## config.mk

```make
export PLATFORM = sky130hd
export DESIGN_NAME = glip_out_arbiter
export DESIGN_NICKNAME = d
export VERILOG_FILES = /design/src/rtl/glip_pkg.sv /design/src/rtl/glip_sync_fifo.sv /design/src/rtl/glip_out_arbiter.sv
export SDC_FILE = /design/constraint.sdc
export NUM_CORES = 1
export LEC_CHECK = 0
export CAP_MARGIN = 15
export CORE_MARGIN = 10
export CORE_UTILIZATION = 45
export CTS_BUF_LIST = sky130_fd_sc_hd__clkbuf_8
export CTS_CLUSTER_DIAMETER = 120
export DETAILED_ROUTE_END_ITERATION = 12
export PLACE_DENSITY = 0.61
export SLEW_MARGIN = 10
export SYNTH_ARGS = -nofsm -noshare
export SYNTH_HDL_FRONTEND = slang
export SYNTH_SLANG_ARGS = --single-unit
```

## constraint.sdc

```tcl
create_clock -name clk -period 3.8 [get_ports clk]
set_input_delay 0.76 -clock clk [delete_from_list [all_inputs] [get_ports clk]]
set_output_delay 0.76 -clock clk [all_outputs]
set_load 0.01 [all_outputs]
```

## src/rtl/glip_pkg.sv

```systemverilog
// rtl/glip_pkg.sv - shared state encoding and header layout for the GLIP output arbiter
package glip_pkg;

  typedef enum logic [1:0] {
    ST_IDLE    = 2'd0,
    ST_HEADER  = 2'd1,
    ST_PAYLOAD = 2'd2
  } glip_state_e;

  localparam int LEN_LSB = 8;
  localparam int CH_LSB  = 0;

  function automatic logic [15:0] glip_header(input logic [7:0] len, input logic [7:0] ch);
    logic [15:0] h;
    h = '0;
    h[LEN_LSB +: 8] = len;
    h[CH_LSB +: 8]  = ch;
    return h;
  endfunction

endpackage

```

## src/rtl/glip_sync_fifo.sv

```systemverilog
// rtl/glip_sync_fifo.sv - single-clock per-channel word buffer with occupancy count
module glip_sync_fifo #(
  parameter int WIDTH = 16,
  parameter int DEPTH = 16
) (
  input  logic                     clk,
  input  logic                     rst_n,
  input  logic                     push,
  input  logic [WIDTH-1:0]         wr_data,
  input  logic                     pop,
  output logic [WIDTH-1:0]         rd_data,
  output logic                     full,
  output logic                     empty,
  output logic [$clog2(DEPTH):0]   count
);
  localparam int AW = $clog2(DEPTH);
  localparam int CW = AW + 1;

  logic [WIDTH-1:0] mem [DEPTH];
  logic [AW-1:0]    wr_ptr;
  logic [AW-1:0]    rd_ptr;
  logic             do_push;
  logic             do_pop;

  assign full    = (count == CW'(DEPTH));
  assign empty   = (count == '0);
  assign do_push = push & ~full;
  assign do_pop  = pop & ~empty;
  assign rd_data = mem[rd_ptr];

  always_ff @(posedge clk) begin
    if (do_push) mem[wr_ptr] <= wr_data;
  end

  always_ff @(posedge clk) begin
    if (!rst_n) begin
      wr_ptr <= '0;
      rd_ptr <= '0;
      count  <= '0;
    end else begin
      if (do_push) wr_ptr <= wr_ptr + 1'b1;
      if (do_pop)  rd_ptr <= rd_ptr + 1'b1;
      case ({do_push, do_pop})
        2'b10:   count <= count + 1'b1;
        2'b01:   count <= count - 1'b1;
        default: count <= count;
      endcase
    end
  end

endmodule

```

## src/rtl/glip_out_arbiter.sv

```systemverilog
// rtl/glip_out_arbiter.sv - round-robin merge of buffered channels into one GLIP FIFO stream
module glip_out_arbiter
  import glip_pkg::*;
#(
  parameter int WIDTH      = 16,
  parameter int CHANNELS   = 4,
  parameter int FIFO_DEPTH = 16,
  parameter int MAX_BURST  = 8
) (
  input  logic                      clk,
  input  logic                      rst_n,
  input  logic [CHANNELS-1:0]       ch_in_valid,
  output logic [CHANNELS-1:0]       ch_in_ready,
  input  logic [CHANNELS*WIDTH-1:0] ch_in_data,
  output logic                      fifo_out_valid,
  input  logic                      fifo_out_ready,
  output logic [WIDTH-1:0]          fifo_out_data,
  output logic                      busy
);
  localparam int CW = $clog2(FIFO_DEPTH) + 1;
  localparam int PW = $clog2(CHANNELS);

  glip_state_e       state, state_next;
  logic [CHANNELS-1:0] full, empty, push, pop;
  logic [CW-1:0]     count [CHANNELS];
  logic [WIDTH-1:0]  head [CHANNELS];
  logic [PW-1:0]     rr_ptr, grant_ch, pick_ch;
  logic [CW-1:0]     remaining, cnt_sel, len_next;
  logic              pick_found, pop_en;
  int                pick_idx;

  for (genvar g = 0; g < CHANNELS; g++) begin : g_ch
    assign push[g]        = ch_in_valid[g] & ~full[g];
    assign pop[g]         = pop_en && (grant_ch == PW'(g));
    // Outputs are forced to their reset values while rst_n is held low.
    assign ch_in_ready[g] = ~full[g] | ~rst_n;

    glip_sync_fifo #(.WIDTH(WIDTH), .DEPTH(FIFO_DEPTH)) u_fifo (
      .clk     (clk),
      .rst_n   (rst_n),
      .push    (push[g]),
      .wr_data (ch_in_data[g*WIDTH +: WIDTH]),
      .pop     (pop[g]),
      .rd_data (head[g]),
      .full    (full[g]),
      .empty   (empty[g]),
      .count   (count[g])
    );
  end

  // Round-robin search starting at rr_ptr, wrapping past the last channel.
  always_comb begin
    pick_found = 1'b0;
    pick_ch    = '0;
    pick_idx   = 0;
    for (int k = 0; k < CHANNELS; k++) begin
      pick_idx = int'(rr_ptr) + k;
      if (pick_idx >= CHANNELS) pick_idx = pick_idx - CHANNELS;
      if (!pick_found && !empty[PW'(pick_idx)]) begin
        pick_found = 1'b1;
        pick_ch    = PW'(pick_idx);
      end
    end
  end

  assign cnt_sel  = count[pick_ch];
  assign len_next = (cnt_sel > CW'(MAX_BURST)) ? CW'(MAX_BURST) : cnt_sel;
  assign busy     = rst_n && (state != ST_IDLE);

  always_ff @(posedge clk) begin
    if (!rst_n) state <= ST_IDLE;
    else        state <= state_next;
  end

  always_comb begin
    state_next     = state;
    fifo_out_valid = 1'b0;
    fifo_out_data  = '0;
    pop_en         = 1'b0;
    if (rst_n) begin
      case (state)
        ST_IDLE: begin
          if (pick_found) state_next = ST_HEADER;
        end
        ST_HEADER: begin
          fifo_out_valid = 1'b1;
          fifo_out_data  = WIDTH'(glip_header(8'(remaining), 8'(grant_ch)));
          if (fifo_out_ready) state_next = ST_PAYLOAD;
        end
        ST_PAYLOAD: begin
          fifo_out_valid = 1'b1;
          fifo_out_data  = head[grant_ch];
          if (fifo_out_ready) begin
            pop_en = 1'b1;
            if (remaining == CW'(1)) state_next = ST_IDLE;
          end
        end
        default: state_next = ST_IDLE;
      endcase
    end
  end

  // remaining holds the burst length during HEADER, then counts down per payload pop.
  always_ff @(posedge clk) begin
    if (!rst_n) begin
      rr_ptr    <= '0;
      grant_ch  <= '0;
      remaining <= '0;
    end else begin
      if (state == ST_IDLE && pick_found) begin
        grant_ch  <= pick_ch;
        remaining <= len_next;
      end
      if (pop_en) begin
        remaining <= remaining - 1'b1;
        if (remaining == CW'(1))
          rr_ptr <= (grant_ch == PW'(CHANNELS-1)) ? '0 : grant_ch + 1'b1;
      end
    end
  end

endmodule

```

==> results by group <==
Run status
  – Status: finished, violations left
  – Failing checks: negative setup slack

GRT
  – Initial antenna violation count: 18
  – Number of global-route vias before repair: 22330
  – Largest net degree at the start of global routing: 36
  – GRT Total Usage: 19.36%
  – Gr ovfl total: 0
  – First-pass GRT wire length: 152600 um

Floorplan
  – Initial Util: 45.55%
  – Core area: 95440 um^2
  – IO Count: 93
  – Die footprint: 109400 um^2
  – Num rows: 113
  – Die height: 330.8 um
  – Die Width: 330.8 um

Clocking
  – Htree depth: 4
  – Clock latency at the later pin of the worst-skew pair: 0.83 ns
  – TritonCTS buffer count: 175
  – Clock sink total: 1103
  – CTS root buffer: clkbuf_8
  – CTS tree: built
  – Cts hold-fix bufs: 0
  – Max Root-Sink Buffers: 3
  – Reg clk slew, reported paths: 0.06 ns

Yosys
  – Number of synthesized flops with an enable pin: between 1000 and 1500
  – Sequential share of the synthesized area: 74.37%
  – Yosys warning total: 0
  – Synth unique cells: slightly above 40
  – Asr flop ratio synth: 0%
  – Cell area after synthesis: between 40000 and 50000 um^2
  – Synth area leaders: edfxtp_1 71%, mux4_2 17%, dfxtp_1 3.6%
  – Most frequent cells after synthesis: 1024 x edfxtp_1, 335 x mux4_2, 79 x dfxtp_1
  – Post-Synthesis Cells: 2014
  – Post-Syn Nets: 2134
  – Flops & latches, synth: between 1000 and 1500
  – Most frequent cell after synthesis: edfxtp_1
  – Primary FF master, synth: edfxtp_1
  – Largest area contributor in the synthesized netlist: edfxtp_1
  – Post-Syn Area per Cell: 21.58 um^2
  – Yosys top cell area share: 70.73%

Cells and area
  – Design area: 51370 um^2
  – Final Net Count: ~2500
  – Share of cells above drive strength 1: 34.35%
  – Area Overhead vs Synth: 18.16%
  – Layout fillers: approximately 7300

Routing
  – Drc violations: 0
  – ANT nets after route: 0
  – Via density: approximately 5.7
  – Met1 WL: roughly 43000 um
  – Routed wire length per instance: 27.66 um
  – Top Layer Used: met5
  – Met2 wire length: 50920 um
  – 1st-pass router iterations: 7
  – DRT Wirelength: 105000 um
  – Via count: 21470
  – Routed length on met3: 8652 um
  – Starting DRT DRC Count: 2127

STA
  – Final min period: 4.314 ns
  – Tcrit/Tclk final: 113.5%
  – Worst slew pin tran: 0.8227 ns
  – Relative slew slack: between 40% and 50%
  – Worst setup margin: -0.5139 ns
  – Peak Freq: 231.8 MHz
  – Pins Over Slew Limit: 0
  – Worst Skew: around 0.045 ns
  – Hold Fails Final Rpt: 0
  – RSZ-0062 raised after global routing: true
  – Final setup fails: 16

Power
  – Final Power: about 24 mW
  – Leakage dissipation: 16.64 nW
  – Peak supply drop: between 0.0003 and 0.0004 V
  – Pwr Density: 470.3 nW/um^2

Hold path
  – Worst min path class: in -> reg

Worst setup path
  – Worst Path Required: ~3.0 ns
  – Critical Path Source Type: flip-flop
  – Worst EP arrival: between 3 and 4 ns
  – Critical path class: reg -> out
  – Crit path max fanout: 6
  – CP endpoint kind: output pin

Place
  – Port Buffers: around 90
  – GP Congestion: slightly below 0.8
  – Dpl cell area: ~47000 um^2
  – Dpl hpwl: 63570 um

Flow run
  – Max-Cap Viols: 0
metrics by stage:
stage	util, %	setup TNS [ns]	hold slack, ns	worst slack (ns)	std cells
floorplan	-	0	0.4486	0.5629	2014
global placement	49.68	0	0.4680	0.01982	3428
detailed placement	49.68	0	0.4845	0.006222	3428
CTS	53.66	-8.140	0.3385	-0.5932	3782
global route	53.82	-8.280	0.3924	-0.5718	3793
finish	53.82	-6.551	0.4203	-0.5139	3795
registers in the layout, summed over array words and instances (netlist names), named ones only:
name	cells
g_ch.u_fifo.count	20
g_ch.u_fifo.mem	1024
g_ch.u_fifo.rd_ptr	16
g_ch.u_fifo.wr_ptr	16
grant_ch	2
remaining	5
rr_ptr	2
state	2
power breakdown:
part,switching (mW),total [mW],internal (mW)
Sequential,0.0862,13.5,13.4
Combinational,0.814,1.41,0.593
Clock,4.55,9.22,4.68
critical path, cell delays in order, from the launching register on:
cell and delay, ns:
dfxtp_4 0.39, buf_12 0.13, buf_6 0.11, mux4_2 0.52, mux4_2 0.56, mux4_2 0.57, a32o_2 0.32, buf_6 0.13
layout make-up:
cell class | count | area (um^2) | share of cell area, %
multi-input combinational | 770 | 10800 | 21.02
antenna | 3 | 7.507 | 0.01462
timing repair buffer | 302 | 3306 | 6.436
clock inverter | 135 | 703.2 | 1.369
sequential | 1103 | 32350 | 62.98
inverter | 37 | 138.9 | 0.2704
tap | 1265 | 1583 | 3.081
clock buffer | 180 | 2477 | 4.823
what timing repair did:
item | in CTS | in global routing
gates resized for setup | 125 | 10
setup endpoints to repair | 16 | 16
gates cloned | 4 | 2
pin swaps | 5 | 5
setup buffers | 36 | 10
per-layer routing:
metal  GRT usage (%)  vias to the layer above
met5               0                        -
met4           5.520                       22
met1           26.16                    11410
li1                -                     9096
met3           5.671                      170
met2           30.49                      774
cell families (layout without fill, tap and decap cells):
logic type                 Yosys count  in the layout  synth area share (%)
adders and majority gates           49             49                 1.479
AOI/OAI and AO/OA                   77             77                 1.189
buffers and inverters              141            654                 1.422
DFF                               1103           1103                 74.37
xor gates and xnor gates            40             40                0.8059
other                                0              3                     0
muxes                              358            358                 17.89
and+or+nand+nor                    246            246                 2.847
placed cells by master (no fill, tap or decap), types with 48 or more instances in the layout:
master	n
dfxtp_1	70
buf_4	139
inv_1	99
nor2_2	48
edfxtp_1	1024
mux4_2	335
clkbuf_8	180
clkdlybuf4s50_1	75
final timing paths:
check,from,end,slack [ns],depth (start not counted)
max,flip-flop,fifo_out_data[11],-0.51,7
min,rst_n,state[0]$_SDFFE_PN0P_,0.42,4
max reg2reg,g_ch[0].u_fifo.count[3]$_SDFFE_PN0P_,g_ch[0].u_fifo.count[4]$_SDFFE_PN0P_,0.42,12
min reg2reg,rr_ptr[0]$_SDFFE_PN0P_,rr_ptr[0]$_SDFFE_PN0P_,0.49,2
Note: power is estimated with default switching activity, not from simulation.
